File: src/rtl/aura16_pkg.sv
// aura16_pkg: shared constants and types for the register-file write path.
//   DATA_W     register data width
//   ADDR_W     register address width
//   NREG       number of architectural registers (2**ADDR_W)
//   reg_addr_t register address type
//   reg_data_t register data type
//   ZERO_REG   address of the hardwired-zero register r0
package aura16_pkg;
  localparam int DATA_W = 16;
  localparam int ADDR_W = 3;
  localparam int NREG   = 1 << ADDR_W;

  typedef logic [ADDR_W-1:0] reg_addr_t;
  typedef logic [DATA_W-1:0] reg_data_t;

  localparam reg_addr_t ZERO_REG = '0;
endpackage

File: src/rtl/rf_scoreboard.sv
// rf_scoreboard: per-register busy bits for long-latency writebacks.
// Ports:
//   clk      in   clock
//   rst      in   asynchronous reset, active-high (clears all bits)
//   set_en   in   decode issued a long-latency op
//   set_reg  in   destination of that op
//   clr_en   in   multi-cycle writeback transferred this cycle
//   clr_reg  in   destination of that writeback
//   busy     out  bit i = register i has a pending writeback (registered)
// A set and a clear of the same register in one cycle leave the bit set:
// the newly issued op is still outstanding. Register 0 is never busy.
module rf_scoreboard
  import aura16_pkg::*;
(
  input  logic            clk,
  input  logic            rst,
  input  logic            set_en,
  input  reg_addr_t       set_reg,
  input  logic            clr_en,
  input  reg_addr_t       clr_reg,
  output logic [NREG-1:0] busy
);

  for (genvar gi = 0; gi < NREG; gi++) begin : g_bit
    if (gi == 0) begin : g_zero
      assign busy[gi] = 1'b0;
    end else begin : g_flag
      always_ff @(posedge clk or posedge rst) begin
        if (rst) begin
          busy[gi] <= 1'b0;
        end else if (set_en && (set_reg == reg_addr_t'(gi))) begin
          busy[gi] <= 1'b1;
        end else if (clr_en && (clr_reg == reg_addr_t'(gi))) begin
          busy[gi] <= 1'b0;
        end
      end
    end
  end

endmodule

File: src/rtl/rf_wb_arbiter.sv
// rf_wb_arbiter: arbitrates the single register-file write port between the
// in-order pipeline writeback (P) and the multi-cycle unit writeback (M).
// Optional feature macro: WB_BYPASS_EN (adds byp_valid/byp_reg/byp_data).
// Ports:
//   clk, rst                  clock; asynchronous active-high reset
//   p_valid/p_reg/p_data      pipeline writeback request; p_ready = accepted
//   m_valid/m_reg/m_data      multi-cycle writeback request; m_ready = accepted
//   sb_set/sb_reg             decode marks a register as pending
//   rf_we/rf_waddr/rf_wdata   registered register-file write port
//   byp_valid/byp_reg/byp_data  (WB_BYPASS_EN) current-cycle winning write
//   busy                      scoreboard of pending M writebacks
// P normally wins; after STARVE_MAX consecutive refused M cycles, M is forced.
module rf_wb_arbiter
  import aura16_pkg::*;
#(
  parameter int unsigned STARVE_MAX = 3
) (
  input  logic            clk,
  input  logic            rst,
  input  logic            p_valid,
  input  reg_addr_t       p_reg,
  input  reg_data_t       p_data,
  output logic            p_ready,
  input  logic            m_valid,
  input  reg_addr_t       m_reg,
  input  reg_data_t       m_data,
  output logic            m_ready,
  input  logic            sb_set,
  input  reg_addr_t       sb_reg,
  output logic            rf_we,
  output reg_addr_t       rf_waddr,
  output reg_data_t       rf_wdata,
`ifdef WB_BYPASS_EN
  output logic            byp_valid,
  output reg_addr_t       byp_reg,
  output reg_data_t       byp_data,
`endif
  output logic [NREG-1:0] busy
);

  localparam int STARVE_W = 3;

  logic [STARVE_W-1:0] starve_cnt_reg;
  logic [STARVE_W-1:0] starve_cnt_next;
  logic                force_m;
  logic                p_xfer;
  logic                m_xfer;
  logic                win_valid;
  reg_addr_t           win_reg;
  reg_data_t           win_data;

  assign force_m = (starve_cnt_reg == STARVE_W'(STARVE_MAX));
  // Readies depend only on the other side's valid and the counter, never on
  // the requester's own payload; the two grants are mutually exclusive.
  assign p_ready = !(force_m && m_valid);
  assign m_ready = !p_valid || force_m;
  assign p_xfer  = p_valid && p_ready;
  assign m_xfer  = m_valid && m_ready;

  always_comb begin
    win_valid = 1'b0;
    win_reg   = ZERO_REG;
    win_data  = '0;
    if (m_xfer) begin
      win_valid = 1'b1;
      win_reg   = m_reg;
      win_data  = m_data;
    end else if (p_xfer) begin
      win_valid = 1'b1;
      win_reg   = p_reg;
      win_data  = p_data;
    end
  end

  // Counts consecutive refused M cycles; any gap in m_valid restarts the count.
  always_comb begin
    starve_cnt_next = starve_cnt_reg;
    if (!m_valid || m_xfer) begin
      starve_cnt_next = '0;
    end else if (starve_cnt_reg != STARVE_W'(STARVE_MAX)) begin
      starve_cnt_next = starve_cnt_reg + 1'b1;
    end
  end

  always_ff @(posedge clk or posedge rst) begin
    if (rst) begin
      starve_cnt_reg <= '0;
    end else begin
      starve_cnt_reg <= starve_cnt_next;
    end
  end

  // Write stage: r0 transfers are accepted but never reach the register file.
  always_ff @(posedge clk or posedge rst) begin
    if (rst) begin
      rf_we    <= 1'b0;
      rf_waddr <= ZERO_REG;
      rf_wdata <= '0;
    end else begin
      rf_we <= win_valid && (win_reg != ZERO_REG);
      if (win_valid) begin
        rf_waddr <= win_reg;
        rf_wdata <= win_data;
      end
    end
  end

`ifdef WB_BYPASS_EN
  assign byp_valid = win_valid && (win_reg != ZERO_REG);
  assign byp_reg   = win_reg;
  assign byp_data  = win_data;
`endif

  rf_scoreboard u_scoreboard (
    .clk     (clk),
    .rst     (rst),
    .set_en  (sb_set),
    .set_reg (sb_reg),
    .clr_en  (m_xfer),
    .clr_reg (m_reg),
    .busy    (busy)
  );

endmodule

File: config.mk
export PLATFORM = sky130hd
export DESIGN_NAME = rf_wb_arbiter
export DESIGN_NICKNAME = d
export VERILOG_FILES = /design/src/rtl/aura16_pkg.sv /design/src/rtl/rf_scoreboard.sv /design/src/rtl/rf_wb_arbiter.sv
export SDC_FILE = /design/constraint.sdc
export NUM_CORES = 1
export LEC_CHECK = 0
export BUFFER_PORTS_ARGS = -buffer_cell sky130_fd_sc_hd__buf_2
export CORE_UTILIZATION = 45
export DETAILED_ROUTE_END_ITERATION = 6
export PLACE_DENSITY = 0.79
export SYNTH_ARGS = -nofsm -noshare
export SYNTH_HDL_FRONTEND = slang
export SYNTH_SLANG_ARGS = --single-unit
File: constraint.sdc
create_clock -name clk -period 1.8 [get_ports clk]
set_input_delay 0.36 -clock clk [delete_from_list [all_inputs] [get_ports clk]]
set_output_delay 0.36 -clock clk [all_outputs]
set_load 0.1 [all_outputs]
# ---- Word-level counts from Yosys, hierarchy flattened
# Index checks and enable logic that the tools add are counted.
dict set report word_totals {
  regBits 30
  input_bits 46
  out_inout_bits 30
  wordCells 82
}
dict set report classes {
  add_sub_neg 1
  eq_ne 16
  mux 22
  reduce_logical 32
}
# operator count
set op_table {}
lappend op_table {{$mux W16} 2}
lappend op_table {{$eq A3 B3 Y1 const B} 8}
lappend op_table {{$logic_and A1 B1 Y1} 18}
lappend op_table {{$mux W1} 16}
lappend op_table {{$reduce_bool A2 Y1} 8}
lappend op_table {{$eq A3 B2 Y1 const B} 5}
lappend op_table {{$mux W3} 4}
lappend op_table {{$eq A3 B1 Y1 const B} 2}
lappend op_table {{$add A3 B1 Y3 const B} 1}
lappend op_table {{$logic_not A1 Y1} 3}
lappend op_table {{$ne A3 B2 Y1 const B} 1}
lappend op_table {{$reduce_bool A3 Y1} 1}
lappend op_table {{$logic_or A1 B1 Y1} 2}

# ---- Logic depth before layout (Yosys ltp)
dict set report depth {
  word_depth 8
  mapped_depth 7
  mapped_depth_nobuf 6
}

# ---- Modules after synthesis
# From an unflattened synthesis, not the netlist that was laid out.
dict set report unflattened {
  hier_cells 139
  area_unflattened_um2 1616.6
}
# module instances cells_each area_per_inst_um2 seq_area_each_um2
set by_module_without_submodules {}
lappend by_module_without_submodules {rf_wb_arbiter 1 109 1261.2 575.6}
lappend by_module_without_submodules {rf_scoreboard 1 30 355.3 175.2}

# ---- Worst setup path after synthesis
# OpenSTA, ideal clock, no wires.
dict set report synth_path {
  path_kind {register -> register}
  startpoint {reg starve_cnt_reg[0]}
  endpoint {reg rf_waddr[1]}
  t_arrival_ns 1.747
  path_slack_ns -0.070
  path_stages_with_launch 8
  n_path_buf 2
  period_less_slack_ns 1.870
  path_cell_list {dfrtp_1 > ha_1 > ha_1 > nor2b_2 > inv_2 > buf_2 > buf_2 > o221a_1}
}
dict set report synth_between {
  elab_cells_between_ends 10
  cone_classes {1 x eq/ne; 4 x mux; 5 x reduce/logical}
}
# item line_no
set synth_lines {}
lappend synth_lines {{start, declared} rf_wb_arbiter.sv:43} ;# logic [STARVE_W-1:0] starve_cnt_reg;
lappend synth_lines {{start signal, assigned} rf_wb_arbiter.sv:89} ;# starve_cnt_reg <= starve_cnt_next;
lappend synth_lines {{$eq A3 B2 Y1 (*)} rf_wb_arbiter.sv:52} ;# assign force_m = (starve_cnt_reg == STARVE_W'(STARVE_MAX));
lappend synth_lines {{$logic_or A1 B1 Y1 (*)} rf_wb_arbiter.sv:56} ;# assign m_ready = !p_valid || force_m;
lappend synth_lines {{net m_ready} rf_wb_arbiter.sv:27} ;# output logic m_ready,
lappend synth_lines {{$logic_and A1 B1 Y1 (*)} rf_wb_arbiter.sv:58} ;# assign m_xfer = m_valid && m_ready;
lappend synth_lines {{$mux W3 / $mux W1 (equally long branches)} rf_wb_arbiter.sv:64} ;# if (m_xfer) begin
lappend synth_lines {{end signal, assigned} rf_wb_arbiter.sv:102} ;# rf_waddr <= win_reg;
lappend synth_lines {{end, declared} rf_wb_arbiter.sv:31} ;# output reg_addr_t rf_waddr,
# The timed path passes the listed nets; every way through them passes the cells marked *.
# A chain may end at the register's enable or synchronous reset.

# ---- Worst setup path after layout
dict set report layout_path {
  startpoint {reg starve_cnt_reg[0]}
  endpoint {out m_ready}
}
dict set report layout_between {
  elab_chain_len 2
}
# item line_no
set layout_rtl {}
lappend layout_rtl {{$eq A3 B2 Y1} rf_wb_arbiter.sv:52}
lappend layout_rtl {{$logic_or A1 B1 Y1} rf_wb_arbiter.sv:56}
lappend layout_rtl {{end, declared} rf_wb_arbiter.sv:27}
# No other way between the ends.

==> flow_summary.json <==
{
  "status": "completed",
  "cts_root_buffer": "clkbuf_4",
  "synthArstFlopShare": 1.00,
  "finalCriticalPeriod_ps": 1800,
  "worstPathMaxFanout": 3,
  "ir_drop_mv": 1.06,
  "rsz0062_at_grt": "yes",
  "final_common_cell": "buf_2",
  "grt.total_usage": 0.246,
  "internal-power_mw": 1.15,
  "grt_max_degree": 31,
  "dieWidth_um": 60.0,
  "crit_path_cell_trace": "ha_2 -> ha_4 -> nor2b_4 -> inv_4 -> buf_12",
  "critPathMaxStageDelay_ps": 400,
  "fin_tns_setup_ps": 0,
  "multi_input_area_um2": 727,
  "crit_type": "register to primary output",
  "vias": 1465,
  "final_cell_mix": "buf_2 (72), dfrtp_1 (30), nand2_1 (25), mux2i_1 (18), o221a_1 (17)",
  "crit_family": "flip-flops",
  "start_util": 0.484,
  "fp.dieH_um": 60.0,
  "cp_num_buf_inv": 2,
  "yosysWarnings": 0,
  "hp-class": "input port to asynchronous set/reset pin",
  "core_area_um2": 3130,
  "drc": 0,
  "wl_per_cell_um": 15.5,
  "setup_viol": 0,
  "syn2layout_area_growth_pct": 37.6,
  "p_sw_frac": 0.487,
  "syn_area_um2": 1510,
  "gp_congestion": 0.784,
  "critical_path_required_ps": 1440,
  "synth-seq-area-share": 0.496,
  "layout.nets": 268,
  "dp.cells": 254,
  "top_regs": "rf_wdata: 16 flops, u_scoreboard.busy: 7 flops",
  "drive_above_1_share": 0.434,
  "ff_latch_area_um2": 751,
  "worstSkewPairLatency_ps": 320,
  "fillers": 259,
  "pwr_density_cell_nw_per_um2": 1070,
  "antenna_found_initial": 0,
  "p_sw_mw": 1.09,
  "grt_pass1_vias": 1367,
  "numCtsBuffers": 5,
  "first_pass_iters": 4,
  "critPathLaunchType": "register",
  "numClockSinks": 30,
  "yosysUniqueCellTypes": 26,
  "grt-ovfl-total": 0,
  "arrival_ps": 1440,
  "syn_area_per_cell_um2": 10.9,
  "layout.cells.non_filler": 265,
  "comb_power_share": 0.450,
  "portBuffers": 74,
  "postRouteAntennaNets": 0,
  "synthCells": 139,
  "routed_wl_um": 4120,
  "min_period_over_period": 0.999,
  "synth_edf_count": 0,
  "vias_per_cell": 5.53,
  "cts_tree": "yes",
  "synth_seq_cells": 30,
  "ctsHoldBuffers": 0,
  "die-area_um2": 3600,
  "maxCapViolations": 0,
  "regMostFlops": "rf_wdata",
  "total_leakage_power_nw": 1.04,
  "synth_nets": 187,
  "slew_viol_final": 0,
  "hold_viol_final": 0,
  "clk_pin_slew_ps": 100,
  "fmax_mhz": 556,
  "antenna_cells": 0,
  "p_seq_frac": 0.357,
  "dp_hpwl_um": 3030,
  "cts_htree_levels": 2,
  "largest_reg_flops": 16,
  "drt_iter0_markers": 63,
  "cts_buffer_depth": 2,
  "synthFlopType": "dfrtp_1",
  "grt_pass1_wl_um": 6270,
  "rows": 20,
  "crit_slowest_cell": "dfrtp_1",
  "io_pins": 76,
  "critPathCaptureType": "primary output",
  "pwr-share-clk": 0.192,
  "skew_ps": 5.64
}
## layer usage
| metal | wire length, µm | track usage |
|---|---|---|
| met1 | 1720 | 0.290 |
| met3 | 247 | 0.0887 |
| met4 | 44 | 0.0831 |
| met2 | 2110 | 0.413 |
| met5 | 0 | 0 |
## through the flow
step                power [mW]  instance area [µm²]  setup slack (ps)   util  hold WS (ps)
detailed placement        1.80                 1950              35.8  0.624           432
CTS                       2.24                 2070             -1.01  0.662          97.4
global route              2.34                 2080             -52.7  0.666           104
finish                    2.24                 2080             0.948  0.666          94.2
global placement          1.78                 1950               123  0.624           418
floorplan                 1.60                 1520              32.0      -           408
## worst paths after layout
| check | from | to | slack [ps] | depth (start not counted) |
|---|---|---|---|---|
| worst max-delay path | starve_cnt_reg[0]$_DFFE_PP0P_ | m_ready | 0.9 | 5 |
| max in group asynchronous | rst | u_scoreboard.busy[7]$_DFFE_PP0P_ | 1420 | 3 |
| worst min-delay path | rst | rf_wdata[9]$_DFFE_PP0P_ | 90 | 3 |
| worst max register to register | starve_cnt_reg[0]$_DFFE_PP0P_ | rf_wdata[3]$_DFFE_PP0P_ | 110 | 7 |
| worst min register to register | rf_waddr[0]$_DFFE_PP0P_ | rf_waddr[0]$_DFFE_PP0P_ | 490 | 2 |
| min in group clk | sb_reg[0] | u_scoreboard.busy[4]$_DFFE_PP0P_ | 260 | 2 |
## worst register-to-register path, delay by kind of cell, from the launching register on
| kind | cells | cell delay (ps) |
|---|---|---|
| buffers and inverters | 3 | 430 |
| DFF | 1 | 400 |
| adders and majority gates | 2 | 360 |
| AOI/OAI and AO/OA | 1 | 260 |
| and+or+nand+nor | 1 | 130 |
## what timing repair did
item | 4_1_cts | 5_1_grt
setup buffers | 2 | 1
pin swaps | 1 | 0
resized for setup | 9 | 1
cloned | 0 | 0
endpoints found under the setup margin | 2 | 18
## layout make-up
class / instances / share of cell area
clock buffers: 6 / 0.0246
multi-input cells: 96 / 0.349
well taps: 44 / 0.0264
flip-flops and latches: 30 / 0.361
repair buffers: 83 / 0.225
inverters: 4 / 0.00841
clock inverters: 2 / 0.00601
## synthesized netlist by cell type (2+ instances only)
library cell,number,area (µm²)
o21ai_1,3,15.0
buf_2,6,30.0
clkbuf_1,2,7.51
ha_1,2,25.0
nor2_1,4,15.0
o21ai_0,4,20.0
nand2_1,25,93.8
mux2i_1,18,180
o221a_1,17,191
o31ai_1,7,52.6
inv_1,2,7.51
nand2b_1,6,37.5
dfrtp_1,30,751
## cells by family after synthesis
kind of cell             share of synthesized area
AND/OR/NAND/NOR                              0.111
buffers and inverters                       0.0397
flip-flops                                   0.496
multiplexers                                 0.119
adder cells (fa/ha/maj)                     0.0165
AO/OA/AOI/OAI                                0.215
other                                      0.00248
## power by group through the flow
stage	registers [mW]	logic, mW	clock network (mW)
after CTS	0.798	1.01	0.440
after floorplan	1.40	0.201	0
after global placement	0.807	0.977	0
after detailed placement	0.809	0.993	0
after global routing	0.809	1.05	0.484
final	0.798	1.01	0.430
(Power assumes the default switching activity.)
